$ cat config.mk
export PLATFORM = sky130hd
export DESIGN_NAME = seq_detector_param_flat
export DESIGN_NICKNAME = d
export VERILOG_FILES = /design/src/rtl/seq_det_pkg.sv /design/src/rtl/seq_detector_param_if.sv /design/src/rtl/seq_shift_hist.sv /design/src/rtl/seq_detector_param.sv /design/src/flat_wrapper.sv
export SDC_FILE = /design/constraint.sdc
export NUM_CORES = 1
export LEC_CHECK = 0
export CAP_MARGIN = 20
export CORE_MARGIN = 4
export CORE_UTILIZATION = 50
export CTS_CLUSTER_DIAMETER = 40
export CTS_CLUSTER_SIZE = 14
export DETAILED_ROUTE_END_ITERATION = 16
export GPL_ROUTABILITY_DRIVEN = 0
export PLACE_DENSITY = 0.74
export SETUP_SLACK_MARGIN = 0.15
export SLEW_MARGIN = 10
export SYNTH_ARGS = -nofsm -noshare
export SYNTH_HDL_FRONTEND = slang
export SYNTH_SLANG_ARGS = --single-unit
$ cat constraint.sdc
create_clock -name clk -period 4.83 [get_ports clk]
set_clock_uncertainty 0.15 [all_clocks]
set_input_delay 0.7245 -clock clk [delete_from_list [all_inputs] [get_ports clk]]
set_output_delay 0.7245 -clock clk [all_outputs]
set_load 0.005 [all_outputs]
$ cat src/rtl/seq_det_pkg.sv
// Shared constants for the parametrised serial pattern detector:
// one-hot FSM encoding, legal parameter ranges and the fill-counter width helper.
package seq_det_pkg;

    localparam int unsigned PAT_W_MIN = 2;
    localparam int unsigned PAT_W_MAX = 16;
    localparam int unsigned CNT_W_MIN = 1;
    localparam int unsigned CNT_W_MAX = 32;

    localparam int unsigned STATE_W = 3;
    typedef logic [STATE_W-1:0] state_t;

    localparam state_t ST_UNLOADED = 3'b001;
    localparam state_t ST_FILL     = 3'b010;
    localparam state_t ST_DETECT   = 3'b100;

    // Fill counter must be able to hold the value PAT_W itself.
    function automatic int unsigned fill_width(input int unsigned pat_w);
        return $clog2(pat_w + 1);
    endfunction

endpackage

$ cat src/rtl/seq_detector_param_if.sv
// Stimulus/result bundle of the serial pattern detector; clk and rst stay outside.
interface seq_detector_param_if #(
    parameter int unsigned PAT_W = 5,
    parameter int unsigned CNT_W = 8
);
    import seq_det_pkg::*;

    logic             in;
    logic             valid;
    logic [PAT_W-1:0] pattern;
    logic             load;
    logic             overlap;
    logic             out;
    logic [CNT_W-1:0] match_cnt;
    logic             ready;

    modport master (
        output in, valid, pattern, load, overlap,
        input  out, match_cnt, ready
    );

    modport slave (
        input  in, valid, pattern, load, overlap,
        output out, match_cnt, ready
    );

endinterface

$ cat src/rtl/seq_shift_hist.sv
// History shift register plus saturating fill counter; exposes the post-shift
// values so the caller can compare against them in the same cycle.
module seq_shift_hist
    import seq_det_pkg::*;
#(
    parameter int unsigned PAT_W  = 5,
    parameter int unsigned FILL_W = fill_width(PAT_W)
) (
    input  logic              clk,
    input  logic              rst,
    input  logic              clear,
    input  logic              shift,
    input  logic              restart,
    input  logic              in_bit,
    output logic [PAT_W-1:0]  hist_upd,
    output logic [FILL_W-1:0] fill_upd
);

    localparam logic [FILL_W-1:0] FILL_FULL = FILL_W'(PAT_W);

    logic [PAT_W-1:0]  hist_q;
    logic [FILL_W-1:0] fill_q;

    always_comb begin
        hist_upd = hist_q;
        fill_upd = fill_q;
        if (shift) begin
            hist_upd = {hist_q[PAT_W-2:0], in_bit};
            if (fill_q != FILL_FULL) begin
                fill_upd = fill_q + 1'b1;
            end
        end
    end

    // restart drops only the fill count; stale history is masked by the count check.
    always_ff @(posedge clk or posedge rst) begin
        if (rst) begin
            hist_q <= '0;
            fill_q <= '0;
        end else if (clear) begin
            hist_q <= '0;
            fill_q <= '0;
        end else begin
            hist_q <= hist_upd;
            fill_q <= restart ? '0 : fill_upd;
        end
    end

endmodule

$ cat src/rtl/seq_detector_param.sv
// Serial pattern detector with loadable pattern, overlap control and a
// saturating match counter; out is a registered one-cycle pulse.
module seq_detector_param
    import seq_det_pkg::*;
#(
    parameter int unsigned PAT_W = 5,
    parameter int unsigned CNT_W = 8
) (
    input logic                 clk,
    input logic                 rst,
    seq_detector_param_if.slave bus
);

    localparam int unsigned       FILL_W    = fill_width(PAT_W);
    localparam logic [FILL_W-1:0] FILL_FULL = FILL_W'(PAT_W);

    state_t           state_q, state_d;
    logic [PAT_W-1:0] pat_q;
    logic [CNT_W-1:0] cnt_q, cnt_d;
    logic             out_q;

    logic              shift;
    logic              match;
    logic              restart;
    logic [PAT_W-1:0]  hist_upd;
    logic [FILL_W-1:0] fill_upd;

    // load has priority over a coincident valid bit, which is dropped.
    assign shift   = bus.valid && !bus.load && (state_q != ST_UNLOADED);
    assign match   = shift && (hist_upd == pat_q) && (fill_upd == FILL_FULL);
    assign restart = match && !bus.overlap;

    seq_shift_hist #(
        .PAT_W  (PAT_W),
        .FILL_W (FILL_W)
    ) u_hist (
        .clk      (clk),
        .rst      (rst),
        .clear    (bus.load),
        .shift    (shift),
        .restart  (restart),
        .in_bit   (bus.in),
        .hist_upd (hist_upd),
        .fill_upd (fill_upd)
    );

    always_comb begin
        state_d = state_q;
        if (bus.load) begin
            state_d = ST_FILL;
        end else if (shift) begin
            if (restart) begin
                state_d = ST_FILL;
            end else if (fill_upd == FILL_FULL) begin
                state_d = ST_DETECT;
            end
        end
    end

    always_comb begin
        cnt_d = cnt_q;
        if (bus.load) begin
            cnt_d = '0;
        end else if (match && (cnt_q != '1)) begin
            cnt_d = cnt_q + 1'b1;
        end
    end

    always_ff @(posedge clk or posedge rst) begin
        if (rst) begin
            state_q <= ST_UNLOADED;
            pat_q   <= '0;
            cnt_q   <= '0;
            out_q   <= 1'b0;
        end else begin
            state_q <= state_d;
            cnt_q   <= cnt_d;
            out_q   <= match;
            if (bus.load) begin
                pat_q <= bus.pattern;
            end
        end
    end

    assign bus.out       = out_q;
    assign bus.match_cnt = cnt_q;
    assign bus.ready     = (state_q != ST_UNLOADED);

endmodule

$ cat src/flat_wrapper.sv
// flat-port wrapper written by rule: the top's interface ports become plain ports
module seq_detector_param_flat import seq_det_pkg::*;
#(
    parameter int unsigned PAT_W = 5,
    parameter int unsigned CNT_W = 8
)
  (clk, rst, bus_in, bus_valid, bus_pattern, bus_load, bus_overlap, bus_out, bus_match_cnt, bus_ready);
  seq_detector_param_if #(.PAT_W(PAT_W), .CNT_W(CNT_W)) bus_i ();
  input logic clk;
  input logic rst;
  input wire logic [$bits(bus_i.in)-1:0] bus_in;
  input wire logic [$bits(bus_i.valid)-1:0] bus_valid;
  input wire logic [$bits(bus_i.pattern)-1:0] bus_pattern;
  input wire logic [$bits(bus_i.load)-1:0] bus_load;
  input wire logic [$bits(bus_i.overlap)-1:0] bus_overlap;
  output wire logic [$bits(bus_i.out)-1:0] bus_out;
  output wire logic [$bits(bus_i.match_cnt)-1:0] bus_match_cnt;
  output wire logic [$bits(bus_i.ready)-1:0] bus_ready;
  assign bus_i.in = bus_in;
  assign bus_i.valid = bus_valid;
  assign bus_i.pattern = bus_pattern;
  assign bus_i.load = bus_load;
  assign bus_i.overlap = bus_overlap;
  assign bus_out = bus_i.out;
  assign bus_match_cnt = bus_i.match_cnt;
  assign bus_ready = bus_i.ready;
  seq_detector_param #(.PAT_W(PAT_W), .CNT_W(CNT_W)) u_core (.clk(clk), .rst(rst), .bus(bus_i));
endmodule
After elaboration in Yosys (flattened, before gate mapping)
Index checks and enable logic that the tools add are counted.

operators by class
  $add $sub $neg = 2
  multiply operators = 0
  divide/modulo/power cells = 0
  $lt $le $gt $ge = 0
  equal/unequal tests = 5
  shifts and indexed selects = 0
  mux-type cells = 12
  bitwise logic cells = 0
  reductions and logical operators = 12

operators with widths
  kind                   number
  $mux W3                8
  $mux W8                2
  $mux W5                2
  $add A8 B1 Y8 const B  1
  $ne A8 B8 Y1 const B   1
  $logic_and A1 B1 Y1    6
  $eq A5 B5 Y1           1
  $reduce_bool A2 Y1     2
  $add A3 B1 Y3 const B  1
  $eq A3 B3 Y1 const B   1
  $ne A3 B1 Y1 const B   1
  $ne A3 B3 Y1 const B   1
  $reduce_bool A3 Y1     1
  $logic_not A1 Y1       2
  $reduce_and A2 Y1      1

storage, ports and cells
  register bits = 25
  latch bits = 0
  bits in writable memories = 0
  ROM bits = 0
  input port bits = 11
  logic and storage cells = 37
  memories kept = 0

Depth between registers and ports, before layout
Gate-level depths: netlist of run 1.

  depth in word-level cells = 11
  depth in mapped cells = 8
  mapped depth without buffers = 7

By module
A second synthesis of run 1 with hierarchy kept.

unflattened totals
  cells, all modules = 118
  area total of the unflattened synthesis = 1335.0 µm²

by module, submodules not included
  module              instances  cells each  area an instance (µm²)
  seq_detector_param  1          80          869.6
  seq_shift_hist      1          38          465.4

Least setup slack after synthesis of run 1
OpenSTA, ideal clock, no wires.

  path kind = input to register
  start = input bus_in
  end = register u_core.cnt_q[5], in the netlist u_core.bus.match_cnt[5]
  setup time = 0.125 ns
  data arrival time = 1.973 ns
  data required time = 4.555 ns
  slack = 2.582 ns
  cell stages on the path = 5
  cells stage by stage = xor2_1 -> nor4_1 -> o2111ai_2 -> nor4_1 -> mux2_2

on the way
  longest elaborated chain between the ends = 6

RTL lines
  item                                 RTL line                  text
  start: declaration                   flat_wrapper.sv:11        input wire logic [$bits(bus_i.in)-1:0] bus_in;
  $mux W5                              seq_shift_hist.sv:27      if (shift) begin
  $eq A5 B5 Y1                         seq_detector_param.sv:30  assign match = shift && (hist_upd == pat_q) && (fill_upd == FILL_FULL);
  $logic_and A1 B1 Y1 (2 in a row)     seq_detector_param.sv:30
  $logic_and A1 B1 Y1                  seq_detector_param.sv:64  end else if (match && (cnt_q != '1)) begin
  $reduce_bool A2 Y1 (no source line)  --
  end signal: assignment               seq_detector_param.sv:77  cnt_q <= cnt_d;
  end: declaration                     seq_detector_param.sv:19  logic [CNT_W-1:0] cnt_q, cnt_d;

No other way between the ends.
A chain may end at the register's enable or synchronous reset.

Worst setup path in the final report of run 1
  start = input bus_load
  end = register u_core.cnt_q[5], in the netlist u_core.bus.match_cnt[5]

on the way
  longest elaborated chain between the ends = 9

RTL lines
  item                                 RTL line                  text
  start: declaration                   flat_wrapper.sv:14        input wire logic [$bits(bus_i.load)-1:0] bus_load;
  $logic_not A1 Y1                     seq_detector_param.sv:29  assign shift = bus.valid && !bus.load && (state_q != ST_UNLOADED);
  $logic_and A1 B1 Y1 (2 in a row)     seq_detector_param.sv:29
  $mux W5                              seq_shift_hist.sv:27
  $eq A5 B5 Y1                         seq_detector_param.sv:30
  $logic_and A1 B1 Y1 (2 in a row)     seq_detector_param.sv:30
  $logic_and A1 B1 Y1                  seq_detector_param.sv:64
  $reduce_bool A2 Y1 (no source line)  --

Parallel ways exist; a longest one is shown, timed or not.

==> results by group, run 1 <==
Worst setup path
  • Max incr delay on CP: 0.79 ns
  • Worst-case reg-to-reg path depth: 6
  • Crit-path slowest cell: clkdlybuf4s50_1
  • Worst setup path endpoint: u_core.bus.match_cnt[5]
  • Startpoint types: input port
  • Worst Setup End Kind: flop
  • R2r endpoint: u_core.bus.match_cnt[5]
  • Crit-path cells: clkdlybuf4s50_1, inv_1, and2_1, o2111ai_2, nor4_1, mux2_2
  • Critical path fanouts, max: 21
  • Crit Path Class: input port to flop
  • Reg2Reg Setup Slack: ~2.2 ns
  • Reg2reg start: u_core.u_hist.fill_q[0]
  • Critical path data arrival time: 3.21 ns
  • Crit path from: bus_load
  • CP required: 4.90 ns

Timing
  • Tightest Pin Transition: 0.893 ns
  • Period utilization: around 65%
  • # setup viols final: 0
  • Relative slew slack: between 40 and 50%
  • Min Tclk post-route: roughly 3.1 ns
  • Setup tns final: 0 ns
  • Fmax: 0.318 GHz
  • Final worst slack: 1.69 ns
  • Slew Viols, Final: 0
  • RSZ-0062 raised after global routing: no
  • Final count of hold timing violations: 0

Flow run
  • MaxCap Viol Count: 0

Clock tree
  • Post-cts repair resize count: 0
  • Sink Count: 24
  • Post-CTS setup buffer count: 0
  • # H-tree levels: 1
  • CTS tree: yes
  • Clk pin slew, worst setup/hold paths: 0.13 ns
  • Root Buffer: clkbuf_4
  • Skew-Pair Late Insertion Delay: 0.31 ns
  • Cts bufs inserted: 3
  • Hold_buf cts: 0
  • Max clock buf depth: 2

Layout
  • Area of the multi-input gates: 604 um2
  • Reg area: 602 um2
  • Antenna diode count: 0
  • Fillers: 190
  • Layout cell share with drive strength beyond 1: between 10% and 20%
  • Layout area overhead: 21.6%
  • Commonest cells after routing, fill and taps aside: dfrtp_1, clkdlybuf4s50_1, nand2_1
  • Nets: 157
  • Layout Utilization: 66.0%
  • Final Cell Area: around 1500 um2
  • Commonest non-fill, non-tap cell in the layout: dfrtp_1

Yosys
  • Post-Synthesis Cell Area: roughly 1200 um2
  • Unique masters post-synth: 40
  • Number of synthesized register bits: 24
  • Post-synthesis compound-gate area fraction: 15.8%
  • Synth Area per Inst: 10.2 um2
  • Post-synthesis adder-cell area fraction: 3.01%
  • Synth Area in XOR/XNOR: under 10%
  • Post-synthesis mux area share: about 6.3%
  • Sequential-to-total area share from yosys stat: about half
  • Yosys warnings: 0
  • Combinational family with the most area after synthesis: simple AND/OR/NAND/NOR gates
  • Cells after Synth: approximately 120
  • Post-Synth Simple-Gate Area: 19.1%
  • Synthesized Nets: 136

Worst hold path
  • HP Class: flop to flop

Placed design
  • Dpl cell area: 1460 um2
  • HPWL after DPL: 1900 um
  • Pre-CTS setup slack: 1.32 ns
  • Port Buffers: 20

Power and ir drop
  • Lkg Pwr: around 0.6 nW
  • Logic pwr share: between 10% and 20%
  • Max VDD drop: between 0.0003 and 0.0004 V
  • Switching share of power: 21.9%
  • Clock power frac: 35.8%
  • NetSw: 87.4 uW
  • PwrDens: ~260 nW/um2
  • Overall power: between 300 and 400 uW
  • Sequential fraction of design power: 53.6%
  • P_int: between 300 and 400 uW

Floorplan
  • Die Width: 58.0 um
  • Num ports: 21
  • Die ar.: 3360 um2
  • Core ar.: around 2300 um2
  • Initial core utilization: between 50 and 60%
  • Die height: 58.0 um
  • Row count: 17

Global routing
  • First-pass GRT wire length: around 4600 um
  • All-Layer GR Usage: 17.3%
  • Initial antenna violation count: 0
  • Grt ovf: 0
  • Largest net degree at the start of global routing: 25
  • Number of global-route vias before repair: 1003

Status
  • Status: complete, no violations

Route
  • Remaining antenna violation count after routing: 0
  • Vias: 977
  • Routed len/inst: around 15 um
  • DRC viols: 0
  • Drt first pass iters: 4
  • Final WL: 2570 um
  • Drt first-iter violations: 25
  • Vias per cell: 5.75
==> state kept, by name (all words and copies together), names as in the netlist <==
name and cells:
u_core.bus.match_cnt 8, u_core.bus.out 1, u_core.pat_q 5, u_core.state_q 3, u_core.u_hist.fill_q 3, u_core.u_hist.hist_q 4
==> critical path: cells and delay by family <==
family / cells / cell delay, ns
AND/OR/NAND/NOR: 2 / 0.59
AO/OA/AOI/OAI: 1 / 0.33
buffers and inverters: 2 / 1.18
multiplexers: 1 / 0.37
==> power by group through the flow <==
stage / logic [mW] / clock network, mW / registers, mW
detailed placement: 0.0424 / 0 / 0.218
finish: 0.0421 / 0.143 / 0.214
global placement: 0.0406 / 0 / 0.217
CTS: 0.0426 / 0.146 / 0.214
floorplan: 0.0278 / 0 / 0.216
global route: 0.0474 / 0.155 / 0.215
==> layer usage <==
metal / vias to the layer above / track usage (%) / part of all wire (%)
met5: - / 0 / 0
met4: 0 / 1.99 / 0.70
met3: 2 / 4.90 / 5.7
met2: 25 / 30.2 / 50
met1: 468 / 22.0 / 43
li1: 482 / - / -
==> logic make-up (layout without fill, tap and decap cells) <==
family | count (synthesis) | count (layout)
buf+inv | 10 | 30
flops | 24 | 24
mux | 7 | 7
fa+ha+maj | 3 | 3
simple gates | 45 | 45
compound gates | 27 | 27
xor+xnor | 6 | 6
==> stage by stage <==
step	hold WS (ns)	cells
after floorplan	0.291	122
after global placement	0.303	166
after detailed placement	0.318	166
after CTS	0.346	170
after global routing	0.378	170
final	0.347	170
==> synth_stat cells, drive strengths merged <==
cell | instances | area (um2)
or3 | 3 | 18.8
a21oi | 12 | 63.8
and2 | 2 | 12.5
o211ai | 2 | 15.0
mux2 | 7 | 78.8
and3 | 1 | 6.26
nor3b | 1 | 7.51
inv | 6 | 22.5
o41ai | 3 | 33.8
nand3b | 1 | 7.51
or3b | 2 | 17.5
nand2 | 15 | 56.3
buf | 2 | 11.3
o2111ai | 1 | 15.0
o311ai | 1 | 16.3
xor2 | 5 | 43.8
nor4 | 3 | 18.8
a211oi | 1 | 7.51
a311oi | 1 | 8.76
o21ai | 4 | 23.8
dfstp | 1 | 26.3
nand3 | 3 | 15.0
nor3 | 2 | 10.0
nor2 | 4 | 15.0
nand4 | 2 | 12.5
ha | 3 | 37.5
dfrtp | 23 | 576
nor2b | 2 | 12.5
or2 | 1 | 6.26
a21o | 1 | 7.51
a31oi | 1 | 6.26
nand2b | 2 | 12.5
clkbuf | 2 | 7.51
nor4b | 1 | 8.76
xnor2 | 1 | 8.76
==> worst min-delay path by stage <==
stage                 startpoint                 to  slack, ns  depth (start not counted)
2_1_floorplan  u_core.state_q[1]  u_core.state_q[1]       0.29                          1
3_3_place_gp   u_core.state_q[1]  u_core.state_q[1]       0.30                          1
3_5_place_dp   u_core.state_q[1]  u_core.state_q[1]       0.32                          1
4_1_cts        u_core.state_q[1]  u_core.state_q[1]       0.35                          1
5_1_grt        u_core.state_q[1]  u_core.state_q[1]       0.38                          1
6_report       u_core.state_q[1]  u_core.state_q[1]       0.35                          1
==> layout make-up <==
cell class | instances | area share [%]
Clock buffer | 3 | 1.49
Clock inverter | 1 | 1.98
Inverter | 6 | 1.49
Multi-Input combinational cell | 88 | 39.9
Sequential cell | 24 | 39.7
Tap cell | 28 | 2.31
Timing Repair Buffer | 20 | 13.2
Note: power is estimated with default switching activity, not from simulation.
==> run 2: changes to the inputs <==
==> constraint.sdc (replaced) <==
create_clock -name clk -period 3.1 [get_ports clk]
set_clock_uncertainty 0.15 [all_clocks]
set_input_delay 0.465 -clock clk [delete_from_list [all_inputs] [get_ports clk]]
set_output_delay 0.465 -clock clk [all_outputs]
set_load 0.005 [all_outputs]
==> results by group, run 2 (synthesized netlist as in run 1, its figures left out) <==
Status
  • Status: complete, no violations

Placed design
  • Placed cells: 168 (+1.2%)
  • Port Buffers: 20 (unchanged)
  • Pre-CTS setup slack: 0.483 ns (-0.842 ns)
  • Dpl cell area: 1480 um2 (+1.0%)
  • HPWL after DPL: 1930 um (+2.0%)

Floorplan
  • Core ar.: 2300 um2 (unchanged)
  • Die Width: 58.0 um (unchanged)
  • Die height: 58.0 um (unchanged)
  • Num ports: 21 (unchanged)
  • Die ar.: 3360 um2 (unchanged)
  • Row count: 17 (unchanged)
  • Initial core utilization: 54.3% (unchanged)

Worst setup path
  • R2r endpoint: u_core.bus.match_cnt[2]
  • CP required: 3.19 ns (-1.71 ns)
  • Startpoint types: flop
  • Crit-path slowest cell: dfrtp_1
  • Crit Path Class: flop to flop
  • WP buf/inv: 1 (-1)
  • Crit-path cells: ha_1, or3b_1, a21oi_2, o2111ai_2, buf_4, or3_1, a21oi_1
  • Critical path data arrival time: 2.54 ns (-0.67 ns)
  • Max incr delay on CP: 0.46 ns (-0.33 ns)
  • Critical path fanouts, max: 12 (-43%)
  • Worst-case reg-to-reg path depth: 7 (+1)
  • Reg2reg start: u_core.u_hist.fill_q[0]
  • CP top delay family: simple AND/OR/NAND/NOR gates
  • Worst Setup End Kind: flop
  • Reg2Reg Setup Slack: 0.65 ns (-1.52 ns)

Layout
  • Commonest non-fill, non-tap cell in the layout: dfrtp_1
  • Commonest cells after routing, fill and taps aside: dfrtp_1, clkdlybuf4s50_1, nand2_1
  • Layout cell share with drive strength beyond 1: 13.9% (+0.51 points)
  • Non-Filler Instances: 172 (+1.2%)
  • Final Cell Area: 1510 um2 (-0.74%)
  • Nets: 159 (+1.3%)
  • Fillers: 197 (+3.7%)
  • Max FFs per register: 8 (unchanged)
  • Antenna diode count: 0 (unchanged)
  • Layout area overhead: 20.7%
  • Layout Utilization: 65.5% (-0.49 points)

Flow run
  • MaxCap Viol Count: 0 (unchanged)

Timing
  • WHS: 0.345 ns (-0.00204 ns)
  • RSZ-0062 raised after global routing: no
  • Min Tclk post-route: 2.45 ns
  • Final count of hold timing violations: 0 (unchanged)
  • Setup tns final: 0 ns (unchanged)
  • Slew Viols, Final: 0 (unchanged)
  • Tightest Pin Transition: 0.866 ns (-0.0273 ns)
  • # setup viols final: 0 (unchanged)
  • Fmax: 0.408 GHz
  • Period utilization: 79.1%
  • Final worst slack: 0.649 ns (-1.04 ns)
  • Relative slew slack: 42.2% (+1.8 points)

Power and ir drop
  • NetSw: 134 uW (+53%)
  • P_int: 406 uW (+30%)
  • Lkg Pwr: 0.594 nW (-0.67%)
  • Clock power frac: 25.9% (-9.9 points)
  • Switching share of power: 24.8% (+2.9 points)
  • Overall power: 540 uW (+35%)
  • Logic pwr share: 12.3% (+1.7 points)
  • Sequential fraction of design power: 61.8% (+8.2 points)
  • PwrDens: 359 nW/um2 (+36%)
  • Max VDD drop: 0.000399 V (+9.9%)

Worst hold path
  • Hold path startpoint: u_core.state_q[1]
  • Hold path endpoint: u_core.state_q[1]
  • Hold Path Stages: 1 (unchanged)
  • HP Class: flop to flop

Route
  • Vias: 1007 (+3.1%)
  • Routed len/inst: 15.1 um (+0.15%)
  • Drt first-iter violations: 22 (-12%)
  • Vias per cell: 5.85 (+1.9%)
  • Final WL: 2600 um (+1.3%)
  • Remaining antenna violation count after routing: 0 (unchanged)
  • Drt first pass iters: 4 (unchanged)
  • DRC viols: 0 (unchanged)

Clock tree
  • Cts bufs inserted: 3 (unchanged)
  • Sink Count: 24 (unchanged)
  • Post-cts repair resize count: 0 (unchanged)
  • Skew-Pair Late Insertion Delay: 0.31 ns (about the same)
  • CTS tree: yes
  • Post-CTS setup buffer count: 0 (unchanged)
  • Max clock buf depth: 2 (unchanged)
  • Hold_buf cts: 0 (unchanged)
  • Clk pin slew, worst setup/hold paths: 0.12 ns (about the same)
  • Root Buffer: clkbuf_4
  • # H-tree levels: 1 (unchanged)

Global routing
  • Number of global-route vias before repair: 1001 (-0.20%)
  • First-pass GRT wire length: 4320 um (-6.0%)
  • Grt ovf: 0 (unchanged)
  • All-Layer GR Usage: 16.4% (-0.89 points)
  • Initial antenna violation count: 0 (unchanged)
  • Largest net degree at the start of global routing: 25 (unchanged)
-- run 2: cell count changes in the layout (fill, tap and decap cells not counted) --
cell       change
buf_4          +2
bufinv_16      -1
clkbuf_1       +1
-- run 2: power groups by stage --
stage | registers (mW) | logic (mW) | clock network [mW]
2_1_floorplan | 0.337 | 0.0433 | 0
3_3_place_gp | 0.339 | 0.0644 | 0
3_5_place_dp | 0.340 | 0.0671 | 0
4_1_cts | 0.334 | 0.0670 | 0.146
5_1_grt | 0.335 | 0.0742 | 0.164
6_report | 0.334 | 0.0666 | 0.140
-- run 2: layer usage --
metal  vias up  track usage (%)  share of wire [%]
met5         -                0                  0
met4         0             5.30                1.4
met3         4             4.45                7.1
met2        43             27.4                 49
met1       481             20.6                 42
li1        479                -                  -
-- run 2: area by class of cell --
class | instances | area (um2) | area share [%]
Clock buffer | 4 | 26.3 | 1.75
Inverter | 6 | 22.5 | 1.50
Multi-Input combinational cell | 88 | 604 | 40.1
Sequential cell | 24 | 602 | 40.0
Tap cell | 28 | 35.0 | 2.33
Timing Repair Buffer | 22 | 215 | 14.3
-- run 2: worst max-delay path by stage --
| stage | startpoint | end | slack (ns) | depth (start not counted) |
|---|---|---|---|---|
| final | u_core.u_hist.fill_q[0] | u_core.bus.match_cnt[2] | 0.65 | 7 |
| after global routing | u_core.u_hist.fill_q[0] | u_core.bus.match_cnt[2] | 0.52 | 7 |
| after CTS | u_core.u_hist.fill_q[0] | u_core.bus.match_cnt[2] | 0.64 | 7 |
| after detailed placement | bus_in | u_core.bus.match_cnt[2] | 0.48 | 7 |
| after global placement | bus_in | u_core.bus.match_cnt[2] | 0.59 | 7 |
| after floorplan | u_core.u_hist.fill_q[0] | u_core.bus.match_cnt[5] | 0.87 | 6 |
